--- src/rtl/bot_app_pkg.sv ---
// Shared constants and types for the Rojobot application-side register interface.
package bot_app_pkg;

    localparam int unsigned DATA_W = 8;
    localparam int unsigned ADDR_W = 3;

    localparam logic [ADDR_W-1:0] ADDR_SNAPX  = 3'd0;
    localparam logic [ADDR_W-1:0] ADDR_SNAPY  = 3'd1;
    localparam logic [ADDR_W-1:0] ADDR_INFO   = 3'd2;
    localparam logic [ADDR_W-1:0] ADDR_SENS   = 3'd3;
    localparam logic [ADDR_W-1:0] ADDR_MOTCTL = 3'd4;
    localparam logic [ADDR_W-1:0] ADDR_BOTCFG = 3'd5;
    localparam logic [ADDR_W-1:0] ADDR_STATUS = 3'd6;
    localparam logic [ADDR_W-1:0] ADDR_OVR    = 3'd7;

    localparam int unsigned ST_IRQ  = 0;
    localparam int unsigned ST_OVR  = 1;
    localparam int unsigned ST_WDOG = 2;

    // Coherent copy of the four BOT system registers taken on an update event.
    typedef struct packed {
        logic [DATA_W-1:0] x;
        logic [DATA_W-1:0] y;
        logic [DATA_W-1:0] info;
        logic [DATA_W-1:0] sens;
    } snap_t;

endpackage

--- src/rtl/bot_app_if_wdog.sv ---
// Motor-command watchdog: requests a MotCtl clear after WDOG_CYCLES clocks of
// non-zero MotCtl with no MotCtl write. trip is combinational for the parent's next edge.
module bot_mot_wdog #(
    parameter int unsigned WDOG_CYCLES = 50_000_000
) (
    input  logic clk,
    input  logic reset,
    input  logic mot_wr,
    input  logic mot_nonzero,
    output logic trip
);

    localparam int unsigned CNT_W = (WDOG_CYCLES > 1) ? $clog2(WDOG_CYCLES) : 1;
    localparam logic [CNT_W-1:0] CNT_LAST = (WDOG_CYCLES > 0) ? CNT_W'(WDOG_CYCLES - 1) : '0;
    localparam bit WD_EN = (WDOG_CYCLES != 0);

    logic [CNT_W-1:0] wd_cnt_q;
    logic [CNT_W-1:0] wd_cnt_d;

    always_ff @(posedge clk) begin
        if (reset) begin
            wd_cnt_q <= '0;
        end else begin
            wd_cnt_q <= wd_cnt_d;
        end
    end

    // A write restarts the count and suppresses a trip in the same cycle.
    always_comb begin
        wd_cnt_d = '0;
        trip     = 1'b0;
        if (WD_EN && !mot_wr && mot_nonzero) begin
            if (wd_cnt_q == CNT_LAST) begin
                trip = 1'b1;
            end else begin
                wd_cnt_d = wd_cnt_q + CNT_W'(1);
            end
        end
    end

endmodule

--- src/rtl/bot_app_if.sv ---
// Application register interface for the Rojobot: update-event IRQ with overrun
// counting, system-register snapshot, MotCtl/BotConfig registers and motor watchdog.
module bot_app_if
    import bot_app_pkg::*;
#(
    parameter int unsigned WDOG_CYCLES = 50_000_000,
    parameter int unsigned OVR_W       = 8
) (
    input  logic              clk,
    input  logic              reset,
    input  logic [DATA_W-1:0] LocX,
    input  logic [DATA_W-1:0] LocY,
    input  logic [DATA_W-1:0] BotInfo,
    input  logic [DATA_W-1:0] Sensors,
    input  logic              upd_sysregs,
    output logic [DATA_W-1:0] MotCtl,
    output logic [DATA_W-1:0] BotConfig,
    input  logic [7:0]        app_addr,
    input  logic              app_wr,
    input  logic              app_rd,
    input  logic [DATA_W-1:0] app_din,
    output logic [DATA_W-1:0] app_dout,
    output logic              irq_req,
    input  logic              irq_ack,
    output logic              wdog_trip
);

    localparam logic [OVR_W-1:0] OVR_MAX = {OVR_W{1'b1}};

    logic              upd_prev_q;
    snap_t             snap_q, snap_d;
    logic              irq_q, irq_d;
    logic [OVR_W-1:0]  ovr_q, ovr_d;
    logic              tripped_q, tripped_d;
    logic [DATA_W-1:0] mot_q, mot_d;
    logic [DATA_W-1:0] cfg_q, cfg_d;
    logic [DATA_W-1:0] dout_q, dout_d;
    logic              trip_q;

    logic              evt_c;
    logic              wr_mot_c, wr_cfg_c, wr_ovr_c;
    logic              trip_c;
    logic [ADDR_W-1:0] addr_c;
    logic [DATA_W-1:0] status_c;
    logic              unused_addr_hi;

    assign addr_c         = app_addr[ADDR_W-1:0];
    assign unused_addr_hi = ^app_addr[7:ADDR_W];

    bot_mot_wdog #(
        .WDOG_CYCLES (WDOG_CYCLES)
    ) u_wdog (
        .clk         (clk),
        .reset       (reset),
        .mot_wr      (wr_mot_c),
        .mot_nonzero (mot_q != '0),
        .trip        (trip_c)
    );

    always_ff @(posedge clk) begin
        upd_prev_q <= upd_sysregs;
        if (reset) begin
            snap_q    <= '0;
            irq_q     <= 1'b0;
            ovr_q     <= '0;
            tripped_q <= 1'b0;
            mot_q     <= '0;
            cfg_q     <= '0;
            dout_q    <= '0;
            trip_q    <= 1'b0;
        end else begin
            snap_q    <= snap_d;
            irq_q     <= irq_d;
            ovr_q     <= ovr_d;
            tripped_q <= tripped_d;
            mot_q     <= mot_d;
            cfg_q     <= cfg_d;
            dout_q    <= dout_d;
            trip_q    <= trip_c;
        end
    end

    always_comb begin
        evt_c    = upd_sysregs ^ upd_prev_q;
        wr_mot_c = app_wr && (addr_c == ADDR_MOTCTL);
        wr_cfg_c = app_wr && (addr_c == ADDR_BOTCFG);
        wr_ovr_c = app_wr && (addr_c == ADDR_OVR);

        status_c          = '0;
        status_c[ST_IRQ]  = irq_q;
        status_c[ST_OVR]  = (ovr_q != '0);
        status_c[ST_WDOG] = tripped_q;

        snap_d = snap_q;
        if (evt_c) begin
            snap_d.x    = LocX;
            snap_d.y    = LocY;
            snap_d.info = BotInfo;
            snap_d.sens = Sensors;
        end

        // A new event re-arms the request even when it coincides with an ack.
        irq_d = irq_q;
        if (evt_c) begin
            irq_d = 1'b1;
        end else if (irq_ack) begin
            irq_d = 1'b0;
        end

        ovr_d = ovr_q;
        if (wr_ovr_c) begin
            ovr_d = '0;
        end else if (evt_c && irq_q && !irq_ack && (ovr_q != OVR_MAX)) begin
            ovr_d = ovr_q + OVR_W'(1);
        end

        tripped_d = tripped_q;
        if (trip_c) begin
            tripped_d = 1'b1;
        end else if (wr_ovr_c) begin
            tripped_d = 1'b0;
        end

        mot_d = mot_q;
        if (wr_mot_c) begin
            mot_d = app_din;
        end else if (trip_c) begin
            mot_d = '0;
        end

        cfg_d = cfg_q;
        if (wr_cfg_c) begin
            cfg_d = app_din;
        end

        dout_d = dout_q;
        if (app_rd) begin
            case (addr_c)
                ADDR_SNAPX:  dout_d = snap_q.x;
                ADDR_SNAPY:  dout_d = snap_q.y;
                ADDR_INFO:   dout_d = snap_q.info;
                ADDR_SENS:   dout_d = snap_q.sens;
                ADDR_MOTCTL: dout_d = mot_q;
                ADDR_BOTCFG: dout_d = cfg_q;
                ADDR_STATUS: dout_d = status_c;
                default:     dout_d = DATA_W'(ovr_q);
            endcase
        end
    end

    assign MotCtl    = mot_q;
    assign BotConfig = cfg_q;
    assign app_dout  = dout_q;
    assign irq_req   = irq_q;
    assign wdog_trip = trip_q;

endmodule

--- config.mk ---
export PLATFORM = sky130hd
export DESIGN_NAME = bot_app_if
export DESIGN_NICKNAME = d
export VERILOG_FILES = /design/src/rtl/bot_app_pkg.sv /design/src/rtl/bot_app_if_wdog.sv /design/src/rtl/bot_app_if.sv
export SDC_FILE = /design/constraint.sdc
export NUM_CORES = 1
export LEC_CHECK = 0
export ABC_CLOCK_PERIOD_IN_PS = 2100
export BUFFER_PORTS_ARGS = -buffer_cell sky130_fd_sc_hd__buf_2
export CAP_MARGIN = 10
export CORE_MARGIN = 5
export CORE_UTILIZATION = 55
export CTS_BUF_LIST = sky130_fd_sc_hd__clkbuf_4 sky130_fd_sc_hd__clkbuf_8 sky130_fd_sc_hd__clkbuf_16
export DETAILED_ROUTE_END_ITERATION = 16
export PLACE_DENSITY_LB_ADDON = 0.25
export SLEW_MARGIN = 20
export SYNTH_ARGS = -nofsm -noshare
export SYNTH_HDL_FRONTEND = slang
export SYNTH_SLANG_ARGS = --single-unit
--- constraint.sdc ---
create_clock -name clk -period 2.1 [get_ports clk]
set_input_delay 0.21 -clock clk [delete_from_list [all_inputs] [get_ports clk]]
set_output_delay 0.21 -clock clk [all_outputs]
set_load 0.05 [all_outputs]
Yosys cells after proc, flatten, opt, wreduce, memory -nomap -nowiden:

Cells that the tools add are included.

* output and inout port bits: 26
* flip-flop bits (word level): 94

* muxes and demuxes: 9
* bitwise operators: 2
* reduce and logical (&&, ||, !) cells: 17
* add/sub/neg operators: 2
* equality and inequality tests: 9

Operators with widths (number)
* one-hot mux 8 bit (7 select lines): 1
* adder 26 x 1 -> 26 bit, second input constant: 1
* equality test 26 bit, second input constant: 1
* two-way mux 8 bit: 2
* nonzero test 8 bit: 2
* equality test 3 bit, second input constant: 4
* adder 8 x 1 -> 8 bit, second input constant: 1
* != test 8 bit, second input constant: 1
* logical AND 1 bit: 7
* equality test 3 x 2 -> 1 bit, second input constant: 2
* two-way mux 1 bit: 6
* nonzero test 2 bit: 3
* equality test 3 x 1 -> 1 bit, second input constant: 1
* zero test 3 bit: 1
* OR reduction 3 bit: 1
* zero test 1 bit: 2
* OR reduction 2 bit: 1
* NOT 1 bit: 1
* XOR 1 bit: 1

Depth between registers and ports, before layout:

Gate-level depths: netlist of run 1.

* word-level depth: 7
* mapped depth: 9
* depth with buffers taken out: 6

Modules after synthesis:

From an unflattened synthesis of run 1, not the netlist that was laid out.

* cells, all modules: 520
* area total of the unflattened synthesis: 4340.4 um^2

Modules (own cells, without submodules)
* bot_app_if: area each 3050.4 um^2, cells an instance 371, instances 1, seq. area each 1361.3 um^2
* bot_mot_wdog: area each 1290.0 um^2, cells an instance 149, instances 1, seq. area each 520.5 um^2

Least setup slack after synthesis of run 1:

OpenSTA, ideal clock, no wires.

* path kind: reg-to-reg
* start: register u_wdog.wd_cnt_q[0]
* end: register u_wdog.wd_cnt_q[25]
* arrival: 1.599 ns
* period minus slack after synthesis: 1.714 ns
* setup time: 0.115 ns
* slack: 0.386 ns
* stages on the path, launching flop included: 10
* path through: dfxtp_1 > ha_1 > and3_1 > clkbuf_1 > and3_1 > nand4_1 > nand2b_1 > buf_6 > buf_6 > nor2_2

* word-level cells in the longest chain between the ends: 2
* elaborated cells on any way between the ends: 3
* classes of those cells: 1 x add/sub; 1 x eq/ne; 1 x reduce/logical

RTL lines
* start: declaration: line bot_app_if_wdog.sv:17 `logic [CNT_W-1:0] wd_cnt_q;`
* start signal: assignment: line bot_app_if_wdog.sv:24 `wd_cnt_q <= wd_cnt_d;`
* branches (longest 2 deep; another with adder 26 x 1 -> 26 bit)

Several ways; the timed one is not identified.
A chain may end at the register's enable or synchronous reset.

Worst setup path after layout of run 1:

* start: register u_wdog.wd_cnt_q[0]
* end: register u_wdog.wd_cnt_q[20]

Same word-level chain as after synthesis.

==> results of run 1 <==
[worst max path at each step]
stage / startpoint / slack [ps] / cells after the start / end
after floorplan: u_wdog.wd_cnt_q[0]$_SDFF_PP0_ / 390 / 9 / u_wdog.wd_cnt_q[25]$_SDFF_PP0_
after global placement: u_wdog.wd_cnt_q[0]$_SDFF_PP0_ / 330 / 7 / u_wdog.wd_cnt_q[20]$_SDFF_PP0_
after detailed placement: u_wdog.wd_cnt_q[0]$_SDFF_PP0_ / 260 / 7 / u_wdog.wd_cnt_q[2]$_SDFF_PP0_
after CTS: u_wdog.wd_cnt_q[0]$_SDFF_PP0_ / 240 / 7 / u_wdog.wd_cnt_q[20]$_SDFF_PP0_
after global routing: u_wdog.wd_cnt_q[0]$_SDFF_PP0_ / 80 / 7 / u_wdog.wd_cnt_q[20]$_SDFF_PP0_
final: u_wdog.wd_cnt_q[0]$_SDFF_PP0_ / 240 / 7 / u_wdog.wd_cnt_q[20]$_SDFF_PP0_
[report_power, final]
part / switching [mW] / leakage, nW / internal, mW
registers: 0.0443 / 0.765 / 1.85
logic: 0.270 / 1.02 / 0.148
clock network: 0.643 / 0.117 / 0.712
[per-stage QoR]
step	instances	area (um^2)	hold slack (ps)
after floorplan	508	4200	238
after global placement	662	4650	392
after detailed placement	662	4650	402
after CTS	678	4880	31.5
after global routing	678	4880	22.5
final	678	4880	35.5
[flip-flops by register name, summed over array words and instances, names as in the netlist]
register	cells
BotConfig	8
MotCtl	8
app_dout	8
irq_req	1
ovr_q	8
snap_q	32
tripped_q	1
u_wdog.wd_cnt_q	26
upd_prev_q	1
wdog_trip	1
[routing by layer]
metal	track usage, %	vias up	share of wire (%)
li1	-	1877	-
met1	31.1	1766	47
met2	33.0	133	46
met3	4.88	11	6.1
met4	6.28	0	1.4
met5	0	-	0
[layout by cell type (no fill, tap or decap), drive strengths merged, types with 9 or more instances in the layout]
cell | synthesis | routed
o21ai | 9 | 9
dfxtp | 94 | 94
inv | 9 | 11
xor2 | 18 | 18
clkbuf | 16 | 10
nand2 | 113 | 113
nand3 | 20 | 20
a21oi | 55 | 55
xnor2 | 13 | 13
and3 | 9 | 9
nor2 | 53 | 53
buf | 13 | 84
nand4 | 11 | 11
[logic make-up after synthesis]
logic type	share of synthesized area [%]
simple gates	26.7
mux	2.35
flops	44.8
buf+inv	4.82
compound gates	14.0
fa+ha+maj	0.893
xor+xnor	6.46
[layout make-up]
class	instances	area share (%)
multi-input combinational	375	43.8
sequential	94	38.6
timing repair buffer	84	9.65
clock buffer	10	2.82
tap	99	2.54
clock inverter	6	1.87
inverter	10	0.770
[worst register-to-register path, cell delays in order (launching register included)]
cell and delay [ps]:
dfxtp_1 400, ha_1 200, and3_1 300, and3_1 270, nand4_1 140, nand2b_1 150, buf_12 210, nor3b_1 70
==> flow_summary.json, run 1 <==
{
  "clk_pin_slew_ps": 90,
  "endpoint_kind": "flip-flop",
  "crit_family": "simple AND/OR/NAND/NOR gates",
  "gp_congestion": 0.836,
  "die-area_um2": 9490,
  "post_cts_buffers": 0,
  "netlist_area_um2": 4200,
  "max_freq_mhz": 538,
  "h-tree-depth": 3,
  "row_count": 31,
  "rr_startpoint": "u_wdog.wd_cnt_q[0]$_SDFF_PP0_",
  "final_max_slew_viol_count": 0,
  "slew_headroom_pct": 72.9,
  "drt_first_pass_iters": 5,
  "cts_buffer_depth": 2,
  "synth_top_area_share_pct": 44.8,
  "syn_nets": 565,
  "io_pins": 80,
  "grt_pass1_wl_um": 17200,
  "ir_worst_vdd_mv": 0.421,
  "ys.flop_type": "dfxtp_1",
  "yosysMostFrequentCell": "nand2_1",
  "area_growth_syn_to_layout_pct": 16.0,
  "grt_use_total_pct": 21.8,
  "worstPathArrival_ps": 2100,
  "tns_ps": 0,
  "fin_skew_ps": 7.24,
  "min_path_type": "in2reg",
  "grt_setup_unrepaired": "false",
  "avgViaCountPerCell": 5.59,
  "synthCells": 508,
  "fin_crit_sh_pct": 88.4,
  "rrSetupSlack_ps": 240,
  "nNetsFinal": 631,
  "routed_wl_um": 10400,
  "first_global_vias": 3500,
  "synthTopCellsByArea": "dfxtp_1 (45%), nand2_1 (10%), a21oi_1 (6.5%)",
  "holdPathEnd": "upd_prev_q$_DFF_P_",
  "power_mw": 3.66,
  "synthTopCellsByCount": "nand2_1 (113), dfxtp_1 (94), a21oi_1 (55), nor2_1 (32)",
  "path_buf_inv": 1,
  "power_density_nw_per_um2": 751,
  "fin_util_pct": 66.5,
  "ys_types": 53,
  "setup_ws_ps": 243,
  "ctsResizeCount": 0,
  "ant_nets": 0,
  "initialDrtViolationCount": 280,
  "path_cells": "ha_1 > and3_1 > and3_1 > nand4_1 > nand2b_1 > buf_12 > nor3b_1",
  "status": "finished, final reports clean",
  "hold_violations": 0,
  "num_vias": 3787,
  "multi_input_area_um2": 2130,
  "cts_tree": "done",
  "rr_endpoint": "u_wdog.wd_cnt_q[20]$_SDFF_PP0_",
  "cts.sinks": 94,
  "dp_slack_ps": 261,
  "grt_max_degree": 40,
  "finalSetupViolCount": 0,
  "crit_top_cell": "and3_1",
  "synth_edf_count": 0,
  "max_slew.worst_pin.slew_ps": 407,
  "drv_cap": 0,
  "dp_hpwl_um": 7660,
  "seqCellArea_um2": 1880,
  "cts_root_buf": "clkbuf_8",
  "start_util_pct": 57.3,
  "drc": 0,
  "die_height_um": 97.4,
  "start_kind": "flip-flop",
  "post_drt_wl_per_cell_um": 15.4,
  "grt_overflow": 0,
  "slowest_delay_ps": 400,
  "antenna_found_initial": 0,
  "drive_gt1_share_pct": 22.8,
  "cts_made_buffers": 9,
  "leakage_nw": 1.90,
  "async_flop_share_pct": 0,
  "clk_latency_ps": 350,
  "portBuffers": 74,
  "synth_area_leader_cell": "dfxtp_1",
  "worstHoldPathCells": 1,
  "die_w_um": 97.4,
  "critPathKind": "reg2reg",
  "worstHoldStart": "upd_sysregs",
  "yosys_warnings": 0,
  "synth-seq-area-share_pct": 44.8,
  "ys_ff_latch": 94,
  "n_antenna_cell": 0,
  "cp_slowest_cell": "dfxtp_1",
  "ctsHoldBuffers": 0,
  "fillers": 617,
  "critPathMaxFanout": 25,
  "syn_avg_cell_area_um2": 8.27,
  "crit_required_ps": 2340,
  "min_period_ps": 1860,
  "core_um2": 7330,
  "worstRegToRegCells": 7
}
(Power assumes the default switching activity.)
==> run 2: changes to the inputs <==
--- a/config.mk
+++ b/config.mk
@@ -5,11 +5,11 @@
 export SDC_FILE = /design/constraint.sdc
 export NUM_CORES = 1
 export LEC_CHECK = 0
-export ABC_CLOCK_PERIOD_IN_PS = 2100
+export ABC_CLOCK_PERIOD_IN_PS = 1550
 export BUFFER_PORTS_ARGS = -buffer_cell sky130_fd_sc_hd__buf_2
 export CAP_MARGIN = 10
-export CORE_MARGIN = 5
-export CORE_UTILIZATION = 55
+export CORE_MARGIN = 4
+export CORE_UTILIZATION = 50
 export CTS_BUF_LIST = sky130_fd_sc_hd__clkbuf_4 sky130_fd_sc_hd__clkbuf_8 sky130_fd_sc_hd__clkbuf_16
 export DETAILED_ROUTE_END_ITERATION = 16
 export PLACE_DENSITY_LB_ADDON = 0.25
==> constraint.sdc (replaced) <==
create_clock -name clk -period 1.55 [get_ports clk]
set_input_delay 0.155 -clock clk [delete_from_list [all_inputs] [get_ports clk]]
set_output_delay 0.155 -clock clk [all_outputs]
set_load 0.05 [all_outputs]
==> run 2 against run 1 <==
Compared with the run above: the run now ends with setup timing left; final area up 8.9%; utilization down 1.9 points; cell count up 8.0%; largest cell class unchanged; setup slack worse by 330 ps; hold slack worse by 12 ps; die area up 4.7%; sequential share of layout area down 2.9 points; largest power group unchanged; combinational power up 56%; critical path type unchanged; total power up 28%.
==> flow_summary.json, run 2 (synthesized netlist as in run 1, its figures left out) <==
{
  "endpoint_kind": "flip-flop",
  "n_antenna_cell": 0,
  "grt_overflow": 0,
  "max_slew.worst_pin.slew_ps": 434,
  "fin_skew_ps": 10.0,
  "max_freq_mhz": 611,
  "grt_pass1_wl_um": 17800,
  "fin_crit_sh_pct": 106,
  "core_um2": 8220,
  "whs_ps": 23.5,
  "cts_made_buffers": 9,
  "worstPathArrival_ps": 1860,
  "row_count": 33,
  "clk_pin_slew_ps": 90,
  "min_period_ps": 1640,
  "drive_gt1_share_pct": 32.4,
  "die_w_um": 99.7,
  "cts_root_buf": "clkbuf_8",
  "critPathLaunch": "u_wdog.wd_cnt_q[18]$_SDFF_PP0_",
  "cts_tree": "done",
  "grt_use_total_pct": 22.4,
  "crit_required_ps": 1770,
  "final_cell_mix": "nand2_1 (113), dfxtp_1 (81), buf_2 (74), a21oi_1 (55), buf_4 (50)",
  "drv_cap": 0,
  "area_growth_syn_to_layout_pct": 26.4,
  "hold_violations": 0,
  "nNetsFinal": 680,
  "grt_setup_unrepaired": "true",
  "final_max_slew_viol_count": 0,
  "dp_hpwl_um": 8160,
  "reg.largest.list": "snap_q x32, u_wdog.wd_cnt_q x26",
  "rrSetupSlack_ps": -90,
  "cts_buffer_depth": 2,
  "worstHoldStart": "LocX[5]",
  "io_pins": 80,
  "dp_slack_ps": -87.3,
  "antenna_found_initial": 0,
  "initialDrtViolationCount": 227,
  "routed_wl_um": 11200,
  "power_density_nw_per_um2": 881,
  "violations": "setup timing",
  "cts.sinks": 94,
  "rr_startpoint": "u_wdog.wd_cnt_q[18]$_SDFF_PP0_",
  "status": "complete, but fails checks",
  "first_global_vias": 3782,
  "top_register": "snap_q",
  "portBuffers": 74,
  "num_vias": 3991,
  "h-tree-depth": 3,
  "setup_ws_ps": -87.4,
  "clk_latency_ps": 360,
  "gp_congestion": 0.892,
  "avgViaCountPerCell": 5.45,
  "drt_first_pass_iters": 5,
  "largest_register_ffs": 32,
  "ant_nets": 0,
  "finalSetupViolCount": 34,
  "drc": 0,
  "final_common_cell": "nand2_1",
  "die_height_um": 99.7,
  "start_util_pct": 51.1,
  "ir_worst_vdd_mv": 0.513,
  "post_drt_wl_per_cell_um": 15.2,
  "leakage_nw": 2.15,
  "grt_max_degree": 41,
  "critPathKind": "reg2reg",
  "start_kind": "flip-flop",
  "critPathMaxFanout": 10,
  "tns_ps": -2320,
  "slew_headroom_pct": 70.9,
  "min_path_type": "in2reg",
  "die-area_um2": 9940
}
-- run 2: cell count changes in the layout (fill, tap and decap cells not counted), moves of 4 or more --
cell,delta
buf_6,+4
dfxtp_1,-13
dfxtp_2,+13
buf_4,+42
-- run 2: power breakdown --
group,internal (mW),switching (mW)
logic,0.261,0.390
clock network,0.632,0.830
registers,2.50,0.0637
-- run 2: stage by stage --
| stage | instances | power (mW) | utilization, % | cell area, um^2 |
|---|---|---|---|---|
| 2_1_floorplan | 508 | 3.00 | - | 4260 |
| 3_3_place_gp | 712 | 3.22 | 61.4 | 5050 |
| 3_5_place_dp | 712 | 3.24 | 61.4 | 5050 |
| 4_1_cts | 729 | 4.66 | 63.8 | 5240 |
| 5_1_grt | 732 | 4.87 | 64.6 | 5310 |
| 6_report | 732 | 4.68 | 64.6 | 5310 |
-- run 2: layout make-up --
type	instances	area [um^2]
clock inverters	4	23.8
inverters	10	37.5
flip-flops and latches	94	1900
repair buffers	133	886
clock buffers	11	145
well taps	105	131
multi-input cells	375	2190
fillers	750	2910
-- run 2: worst paths after layout --
path,to,cells after the start
worst max-delay path,MotCtl[5]$_SDFFE_PP0P_,6
worst min-delay path,snap_q[29]$_SDFFE_PP0N_,3
worst max register to register,MotCtl[5]$_SDFFE_PP0P_,6
worst min register to register,snap_q[16]$_SDFFE_PP0N_,2
-- run 2: critical path, stage by stage, from the launching register on --
cell and delay [ps]:
dfxtp_1 320, or4_1 530, nor2_2 130, nand4_1 140, buf_4 210, nand3_1 90, a21oi_1 80
-- run 2: timing repair --
action,CTS,global route
hold buffers,1,0
gates cloned,0,2
endpoints found under the hold margin,1,0
gates resized for setup,3,7
pin swaps,1,4
setup endpoints to repair,36,47
setup buffers,1,1
-- run 2: routing by layer --
layer	global-route usage [%]	vias up	part of all wire (%)
met4	9.35	0	2.6
met2	36.7	136	48
li1	-	1975	-
met5	0	-	0
met1	28.7	1857	44
met3	4.42	23	5.9
